File: src/rtl/snd_pkg.sv
// Shared types, constants and helpers for the expansion-audio mixer.
package snd_pkg;

   localparam int SND_W    = 16;
   localparam int WIDE_W   = 48;
   localparam int UNITY_SH = 7;

   typedef enum logic [1:0] {
      IDLE = 2'd0,
      MAC  = 2'd1,
      SAT  = 2'd2,
      FLT  = 2'd3
   } snd_st_t;

   // Clamp a wide unsigned level into the 16-bit DAC range.
   function automatic logic [SND_W-1:0] sat16(input logic [WIDE_W-1:0] v);
      logic [SND_W-1:0] r;
      if (v > WIDE_W'(16'hFFFF)) begin
         r = 16'hFFFF;
      end else begin
         r = v[SND_W-1:0];
      end
      return r;
   endfunction

endpackage

File: src/rtl/snd_lpf.sv
// One-pole low-pass: y += (mix - y) >>> LPF_SH on each enabled cycle.
module snd_lpf
   import snd_pkg::*;
#(
   parameter int LPF_SH = 3
)(
   input  logic             clk,
   input  logic             rst,
   input  logic             en,
   input  logic [SND_W-1:0] mix,
   output logic [SND_W-1:0] y
);

   logic signed [SND_W:0] diff_s;
   logic signed [SND_W:0] step_s;
   logic [SND_W-1:0]      y_nx_s;

   // Signed step toward the target; the arithmetic shift floors negative steps.
   always_comb begin
      diff_s = $signed({1'b0, mix}) - $signed({1'b0, y});
      step_s = diff_s >>> LPF_SH;
      if (LPF_SH == 0) begin
         y_nx_s = mix;
      end else begin
         y_nx_s = SND_W'($signed({1'b0, y}) + step_s);
      end
   end

   always_ff @(posedge clk) begin
      if (rst) begin
         y <= {SND_W{1'b0}};
      end else if (en) begin
         y <= y_nx_s;
      end
   end

endmodule

File: src/rtl/snd_mix.sv
// Expansion-audio mixer: per-channel gain, saturating sum and low-pass,
// one mix per M2 falling edge through a single time-multiplexed MAC.
module snd_mix
   import snd_pkg::*;
#(
   parameter int CH_NUM = 4,
   parameter int IN_W   = 12,
   parameter int GAIN_W = 8,
   parameter int LPF_SH = 3
)(
   input  logic                     clk,
   input  logic                     rst,
   input  logic                     m2,
   input  logic [CH_NUM*IN_W-1:0]   ch_in,
   input  logic [CH_NUM*GAIN_W-1:0] gain,
   input  logic [CH_NUM-1:0]        ch_en,
   output logic [SND_W-1:0]         snd,
   output logic                     snd_stb,
   output logic                     busy,
   output logic                     ovf
);

   localparam int IDX_W  = (CH_NUM > 1) ? $clog2(CH_NUM) : 1;
   localparam int PROD_W = IN_W + GAIN_W;
   localparam int ACC_W  = IN_W + GAIN_W + $clog2(CH_NUM);
   localparam logic [IDX_W-1:0] LAST_IDX = IDX_W'(CH_NUM - 1);

   logic [1:0]               m2_st;
   logic                     edge_s;
   snd_st_t                  state_r;
   snd_st_t                  state_nx;
   logic                     start_s;
   logic                     flt_en_s;
   logic                     pend;
   logic [IDX_W-1:0]         ch_idx;
   logic [ACC_W-1:0]         acc;
   logic [CH_NUM*IN_W-1:0]   ch_snap_r;
   logic [CH_NUM*GAIN_W-1:0] gain_snap_r;
   logic [CH_NUM-1:0]        en_snap_r;
   logic [IN_W-1:0]          smp_s;
   logic [GAIN_W-1:0]        gn_s;
   logic [PROD_W-1:0]        prod_s;
   logic [SND_W-1:0]         mix_r;

   // m2_st[1] is the older sample, so 1->0 across the pair is a falling edge.
   assign edge_s = m2_st[1] & ~m2_st[0];

   always_ff @(posedge clk) begin
      if (rst) begin
         m2_st <= 2'b00;
      end else begin
         m2_st <= {m2_st[0], m2};
      end
   end

   always_ff @(posedge clk) begin
      if (rst) begin
         state_r <= IDLE;
      end else begin
         state_r <= state_nx;
      end
   end

   always_comb begin
      state_nx = state_r;
      start_s  = 1'b0;
      flt_en_s = 1'b0;
      case (state_r)
         IDLE: begin
            if (edge_s || pend) begin
               start_s  = 1'b1;
               state_nx = MAC;
            end else begin
               state_nx = IDLE;
            end
         end
         MAC: begin
            if (ch_idx == LAST_IDX) begin
               state_nx = SAT;
            end else begin
               state_nx = MAC;
            end
         end
         SAT: begin
            state_nx = FLT;
         end
         FLT: begin
            flt_en_s = 1'b1;
            state_nx = IDLE;
         end
         default: begin
            state_nx = IDLE;
         end
      endcase
   end

   // One-deep pending start; an edge arriving while one is already queued is lost.
   always_ff @(posedge clk) begin
      if (rst) begin
         pend <= 1'b0;
         ovf  <= 1'b0;
      end else if (state_r == IDLE) begin
         pend <= pend & edge_s;
      end else if (edge_s) begin
         if (pend) begin
            ovf <= 1'b1;
         end else begin
            pend <= 1'b1;
         end
      end
   end

   always_comb begin
      if (en_snap_r[ch_idx]) begin
         smp_s = ch_snap_r[int'(ch_idx)*IN_W +: IN_W];
      end else begin
         smp_s = {IN_W{1'b0}};
      end
      gn_s   = gain_snap_r[int'(ch_idx)*GAIN_W +: GAIN_W];
      prod_s = PROD_W'(smp_s) * PROD_W'(gn_s);
   end

   always_ff @(posedge clk) begin
      if (rst) begin
         ch_idx      <= {IDX_W{1'b0}};
         acc         <= {ACC_W{1'b0}};
         mix_r       <= {SND_W{1'b0}};
         ch_snap_r   <= {(CH_NUM*IN_W){1'b0}};
         gain_snap_r <= {(CH_NUM*GAIN_W){1'b0}};
         en_snap_r   <= {CH_NUM{1'b0}};
      end else begin
         case (state_r)
            IDLE: begin
               if (start_s) begin
                  ch_snap_r   <= ch_in;
                  gain_snap_r <= gain;
                  en_snap_r   <= ch_en;
                  ch_idx      <= {IDX_W{1'b0}};
                  acc         <= {ACC_W{1'b0}};
               end
            end
            MAC: begin
               acc <= acc + ACC_W'(prod_s);
               if (ch_idx == LAST_IDX) begin
                  ch_idx <= {IDX_W{1'b0}};
               end else begin
                  ch_idx <= ch_idx + IDX_W'(1);
               end
            end
            SAT: begin
               // Drop the unity-gain scale, then left-justify the sample width to 16 bits.
               mix_r <= sat16(WIDE_W'(acc >> UNITY_SH) << (SND_W - IN_W));
            end
            FLT: begin
               mix_r <= mix_r;
            end
            default: begin
               ch_idx <= {IDX_W{1'b0}};
            end
         endcase
      end
   end

   always_ff @(posedge clk) begin
      if (rst) begin
         snd_stb <= 1'b0;
         busy    <= 1'b0;
      end else begin
         snd_stb <= flt_en_s;
         busy    <= (state_nx != IDLE);
      end
   end

   snd_lpf #(
      .LPF_SH (LPF_SH)
   ) u_lpf (
      .clk (clk),
      .rst (rst),
      .en  (flt_en_s),
      .mix (mix_r),
      .y   (snd)
   );

endmodule

File: config.mk
export PLATFORM = sky130hd
export DESIGN_NAME = snd_mix
export DESIGN_NICKNAME = d
export VERILOG_FILES = /design/src/rtl/snd_pkg.sv /design/src/rtl/snd_lpf.sv /design/src/rtl/snd_mix.sv
export SDC_FILE = /design/constraint.sdc
export NUM_CORES = 1
export LEC_CHECK = 0
export ABC_AREA = 1
export BUFFER_PORTS_ARGS = -buffer_cell sky130_fd_sc_hd__buf_2
export CAP_MARGIN = 20
export CORE_MARGIN = 2
export CORE_UTILIZATION = 56
export CTS_CLUSTER_SIZE = 10
export DETAILED_ROUTE_END_ITERATION = 8
export GPL_ROUTABILITY_DRIVEN = 0
export GPL_TIMING_DRIVEN = 0
export PLACE_DENSITY_LB_ADDON = 0.12
export SLEW_MARGIN = 20
export SYNTH_ARGS = -nofsm -noshare
export SYNTH_HDL_FRONTEND = slang
export SYNTH_SLANG_ARGS = --single-unit
File: constraint.sdc
create_clock -name clk -period 6.9 [get_ports clk]
set_input_delay 0.345 -clock clk [delete_from_list [all_inputs] [get_ports clk]]
set_output_delay 0.345 -clock clk [all_outputs]
set_load 0.02 [all_outputs]
==> metrics.yaml, run 1 <==
period_share_pct: 80.3
die-area_um2: 20900
synth_nets: 1785
irDropWorstVdd_uv: 175
syn_area_per_cell_um2: 7.16
finish.utilization_pct: 64.4
drive_above_1_share_pct: 11.0
cts_made_buffers: 17
clockRootBuffer: "clkbuf_16"
die_h_um: 144
outcome: "complete, no violations"
grt_pass1_vias: 9990
place_hpwl_um: 23300
cp-start-kind: "register"
fmax_ghz: 0.180
rrSetupSlack_ns: 1.36
core_area_um2: 19400
vias: 10410
synth_warnings: 0
synth_area_um2: 11100
drt_iter0_drc: 650
antenna_found_initial: 1
r2r-end: "acc[21]"
synth_top_area_share_pct: 26.3
ys_top_cells_by_area: "dfxtp_1 (26%), fa_1 (14%), nor2_1 (10%), ha_1 (8.5%), inv_1 (8.0%)"
post-synth-top-count-cell: "nor2_1"
skew_ns: 0.00991
area_growth_pct: 13.1
crit_type: "register to register"
whs_path_depth: 3
rows: 51
arrival_ns: 5.84
clk_latency_ns: 0.45
tns_ns: 0
cts_tree: "done"
reg2reg_depth: 22
finalNetCount: 1908
cts_setup_buffers: 0
antenna-diode-count: 0
grt_max_degree: 17
fillers: 1800
antenna_left: 0
worst_pin_slew_ns: 0.831
cts_buffer_depth: 2
gr-usage-all-layers_pct: 29.7
syn_inst: 1544
max_slew_margin_pct: 44.6
yosysSeqAreaShare_pct: 26.3
cts_hold_buf: 0
p_leak_uw: 0.00642
finalSetupViolations: 0
cts-resized-gates: 0
wire_per_inst_um: 15.3
ys_types: 43
worstHoldStart: "gain[14]"
dieWidth_um: 144
slew_violations: 0
cp_max_fo: 10
drc: 0
routed_wirelength_um: 29700
cts_max_level: 4
grt_overflow: 0
ios: 106
via_per_inst: 5.35
fin_crit_ns: 5.54
multi_input_area_um2: 6930
synth-edff-count: 0
synth_commonest_cells: "nor2_1 (295), inv_1 (235), nand2_1 (225)"
area.sequential_um2: 2900
r2r-start: "ch_idx[1]"
port_buffers: 104
synth-main-ff-cell: "dfxtp_1"
p_per_area_nw_per_um2: 164
first_pass_iters: 5
yosys.area.top_type: "dfxtp_1"
hold_path_class: "input port to register"
cp.required_ns: 7.19
ys_ff_latch: 145
setup.worst_path.end_class: "register"
clkSlewWorstSetupHoldPaths_ns: 0.07
synth-async-reset-ratio_pct: 0
initial_core_util_pct: 57.0
worstHoldEndpoint: "gain_snap_r[14]"
grt_pass1_wl_um: 48400
hold_viol_final: 0
cap_violations: 0
rsz0062_at_grt: "no"
clkSinkCount: 145
hold-worst-slack_ns: 0.120
[final cells by class]
cell class / count / area share (%)
clock inverter: 12 / 1.17
inverter: 243 / 7.30
multi-input combinational: 1095 / 55.4
tap: 265 / 2.65
clock buffer: 20 / 3.57
buffer: 61 / 2.46
timing repair buffer: 104 / 4.16
sequential: 145 / 23.2
[registers in the layout, indices dropped and copies added (netlist names)]
signal	cells
state_r	2
pend	1
acc	22
en_snap_r	4
m2_st	2
u_lpf.y	16
busy	1
mix_r	13
ovf	1
snd_stb	1
ch_snap_r	48
ch_idx	2
gain_snap_r	32
[cells in the final DEF (no fill, tap or decap), types with 5 or more instances in the layout]
cell type / netlist / final
nor2_1: 295 / 295
inv_1: 235 / 235
nand2_1: 225 / 225
o21ai_0: 147 / 147
dfxtp_1: 145 / 145
buf_2: 12 / 116
a21oi_1: 108 / 108
fa_1: 79 / 79
ha_1: 75 / 75
nand3_1: 42 / 42
clkbuf_1: 35 / 37
xor2_1: 18 / 18
clkbuf_16: 0 / 17
or2_1: 15 / 15
o22ai_1: 12 / 12
a21o_1: 11 / 11
inv_2: 7 / 7
buf_6: 7 / 7
or2_2: 7 / 7
a31oi_1: 7 / 7
nor3_1: 6 / 6
o21ai_1: 5 / 5
[per-stage QoR]
step	area, um^2	std cells	power [uW]	setup WS [ns]
after floorplan	11100	1544	1030	2.27
after global placement	11900	1913	1110	1.49
after detailed placement	11900	1913	1110	1.48
after CTS	12500	1945	2050	1.45
after global routing	12500	1945	2120	1.05
final	12500	1945	2060	1.36
[worst max path at each step]
stage | to | cells after the start | startpoint | slack, ns
6_report | acc[21] | 22 | ch_idx[1] | 1.36
5_1_grt | acc[20] | 23 | ch_idx[1] | 1.05
4_1_cts | acc[20] | 23 | ch_idx[1] | 1.45
3_5_place_dp | acc[20] | 23 | ch_idx[1] | 1.48
3_3_place_gp | acc[20] | 23 | ch_idx[1] | 1.49
2_1_floorplan | acc[20] | 22 | ch_idx[0] | 2.27
[routing by layer]
metal | track usage [%] | up-vias | share of wire (%)
li1 | - | 5117 | -
met5 | 0 | - | 0
met3 | 4.90 | 54 | 6.8
met4 | 7.46 | 0 | 2.1
met2 | 51.2 | 344 | 47
met1 | 39.1 | 4895 | 44
[cells by family after synthesis]
| kind of cell | after synthesis | share of synthesized area [%] |
|---|---|---|
| xor+xnor | 22 | 1.74 |
| simple gates | 607 | 22.3 |
| fa+ha+maj | 154 | 22.8 |
| buf+inv | 304 | 11.0 |
| flops | 145 | 26.3 |
| compound gates | 311 | 15.7 |
| mux | 1 | 0.0906 |
[report_power, final]
| group | internal [uW] | switching, uW |
|---|---|---|
| registers | 865 | 14.8 |
| logic | 74.8 | 143 |
| clock network | 551 | 408 |
| total | 1490 | 565 |
[critical path, cell delays in order, from the launching register on]
cell      delay, ns
dfxtp_1        0.46
buf_1          0.41
o21ai_0        0.18
o22ai_1        0.23
nand2_1        0.26
inv_1          0.19
nand2_1        0.10
fa_1           0.51
inv_1          0.06
fa_1           0.47
fa_1           0.51
inv_1          0.06
fa_1           0.53
inv_1          0.04
ha_1           0.35
a21oi_1        0.24
o21ai_0        0.14
nand2_1        0.08
nand3_1        0.16
nand2_1        0.17
nand3b_1       0.09
nand3_1        0.09
a21oi_1        0.06
(Power assumes the default switching activity.)
==> run 2, diff against run 1 <==
==> constraint.sdc (replaced) <==
create_clock -name clk -period 5.7 [get_ports clk]
set_input_delay 0.285 -clock clk [delete_from_list [all_inputs] [get_ports clk]]
set_output_delay 0.285 -clock clk [all_outputs]
set_load 0.02 [all_outputs]
==> run 2 against run 1 <==
- largest power group unchanged
- core utilization increased by 0.10 points
- critical endpoint is now acc[20]
- critical path type unchanged
- die area stayed put
- register-to-register slack lost 1.1 ns
- global-route usage did not move
- count of clock-buffer cells in the layout unchanged
- combinational power grew 22%
- worst hold slack lost 0.059 ns
- sequential share of layout area barely moved
==> metrics.yaml, run 2 (synthesis gave the netlist of run 1 again) <==
outcome: "complete, no violations"
fmax_ghz: 0.185  # +2.2%
p_leak_uw: 0.00643  # +0.21%
cts_buffer_depth: 2  # unchanged
fin_crit_ns: 5.42  # -0.122 ns
finalSetupViolations: 0  # unchanged
critPathMaxStageDelay_ns: 0.56  # +0.03 ns
setup.worst_path.end_class: "register"
antenna_found_initial: 1  # unchanged
irDropWorstVdd_uv: 210  # +20%
first_pass_iters: 5  # unchanged
clockRootBuffer: "clkbuf_16"
finish.utilization_pct: 64.5  # +0.10 points
die-area_um2: 20900  # unchanged
drc: 0  # unchanged
cp_common_cell: "inv_1"
largest_reg_flops: 48  # unchanged
clkSinkCount: 145  # unchanged
rows: 51  # unchanged
worst_pin_slew_ns: 0.852  # +0.0202 ns
period_share_pct: 95.1  # +15 points
cp-start-kind: "register"
dieWidth_um: 144  # unchanged
drive_above_1_share_pct: 11.3  # +0.24 points
initial_core_util_pct: 57.0  # unchanged
skew_ns: 0.0105  # +0.000592 ns
port_buffers: 104  # unchanged
area_growth_pct: 13.3
top_register: "ch_snap_r"
vias: 10393  # -0.16%
core_area_um2: 19400  # unchanged
fillers: 1803  # +0.17%
cp_max_fo: 10  # unchanged
grt_pass1_wl_um: 48400  # unchanged
fin_ws_ns: 0.280  # -1.08 ns
drt_iter0_drc: 662  # +1.8%
grt_max_degree: 17  # unchanged
cp_slowest_cell: "fa_1"
grt_pass1_vias: 9990  # unchanged
final_cell_mix: "nor2_1 (295), inv_1 (235), nand2_1 (224)"
place_hpwl_um: 23300  # unchanged
cap_violations: 0  # unchanged
p_per_area_nw_per_um2: 199  # +21%
crit_type: "register to register"
wire_per_inst_um: 15.3  # +0.35%
clk_latency_ns: 0.44  # about the same
hold_viol_final: 0  # unchanged
pre_cts_ws_ns: 0.284  # -1.20 ns
cts-resized-gates: 0  # unchanged
cp_top_family: "adder cells"
cts_max_level: 4  # unchanged
cp.required_ns: 6.07  # -1.12 ns
cts_setup_buffers: 0  # unchanged
cts_tree: "done"
arrival_ns: 5.79  # -0.05 ns
via_per_inst: 5.34  # -0.16%
ios: 106  # unchanged
crit_buf_inv: 9  # +4
gr-usage-all-layers_pct: 29.7  # unchanged
max_slew_margin_pct: 43.2  # -1.3 points
grt_overflow: 0  # unchanged
die_h_um: 144  # unchanged
cts_made_buffers: 17  # unchanged
antenna_left: 0  # unchanged
final_common_cell: "nor2_1"
tns_ns: 0  # unchanged
finalNetCount: 1908  # unchanged
slew_violations: 0  # unchanged
clkSlewWorstSetupHoldPaths_ns: 0.07  # about the same
reg_top3: "ch_snap_r x48, gain_snap_r x32, acc x22"
cts_hold_buf: 0  # unchanged
routed_wirelength_um: 29800  # +0.35%
hold_path_class: "input port to register"
hold-worst-slack_ns: 0.0608  # -0.0587 ns
antenna-diode-count: 0  # unchanged
## run 2: cell types whose count changed in the layout (fill, tap and decap cells not counted), sizes merged
cell and delta:
clkbuf +4, buf -4
## run 2: worst reg2reg max path, stage by stage, from the launching register on
cell and delay, ns:
dfxtp_1 0.42, inv_2 0.06, buf_4 0.17, buf_4 0.18, nand2_1 0.07, a32o_1 0.33
clkbuf_4 0.31, nor2_1 0.08, fa_1 0.51, inv_1 0.05, fa_1 0.49, inv_1 0.06
fa_1 0.56, inv_1 0.07, fa_1 0.52, inv_1 0.04, ha_1 0.34, a21oi_1 0.21
inv_1 0.08, o21ai_0 0.16, nand3b_1 0.16, nand2_1 0.11, nand2_1 0.05, nand2_1 0.06
nand3_1 0.11, a21oi_1 0.17
## run 2: routing by layer
| layer | vias to the layer above | wire [um] | track usage [%] |
|---|---|---|---|
| li1 | 5112 | - | - |
| met1 | 4907 | 13300 | 39.1 |
| met2 | 324 | 14200 | 51.2 |
| met3 | 50 | 1820 | 4.90 |
| met4 | 0 | 566 | 7.46 |
| met5 | - | 0 | 0 |
## run 2: through the flow
| step | power (uW) | instance area, um^2 | std cells |
|---|---|---|---|
| 2_1_floorplan | 1240 | 11100 | 1544 |
| 3_3_place_gp | 1340 | 11900 | 1913 |
| 3_5_place_dp | 1340 | 11900 | 1913 |
| 4_1_cts | 2490 | 12500 | 1945 |
| 5_1_grt | 2570 | 12500 | 1945 |
| 6_report | 2490 | 12500 | 1945 |
## run 2: final cells by class
cell class	count	area, um^2	share of cell area (%)
buffer	61	318	2.54
clock buffer	20	447	3.57
clock inverter	12	146	1.17
inverter	243	912	7.29
multi-input combinational	1095	6940	55.4
sequential	145	2900	23.2
tap	265	332	2.65
timing repair buffer	104	520	4.16
## run 2: worst paths after layout
| kind | startpoint | cells after the start | slack, ns | to |
|---|---|---|---|---|
| hold / removal | ch_in[11] | 3 | 0.06 | ch_snap_r[11] |
| setup / recovery | ch_idx[0] | 25 | 0.28 | acc[20] |
| setup reg to reg | ch_idx[0] | 25 | 0.28 | acc[20] |
| hold reg to reg | m2_st[0] | 2 | 0.43 | m2_st[1] |
## run 2: power by group
group | leakage, uW | switching (uW) | internal, uW | total, uW
registers | 0.00118 | 18.1 | 1050 | 1070
logic | 0.00497 | 173 | 91.7 | 265
clock network | 0.000285 | 492 | 667 | 1160
total | 0.00643 | 683 | 1810 | 2490
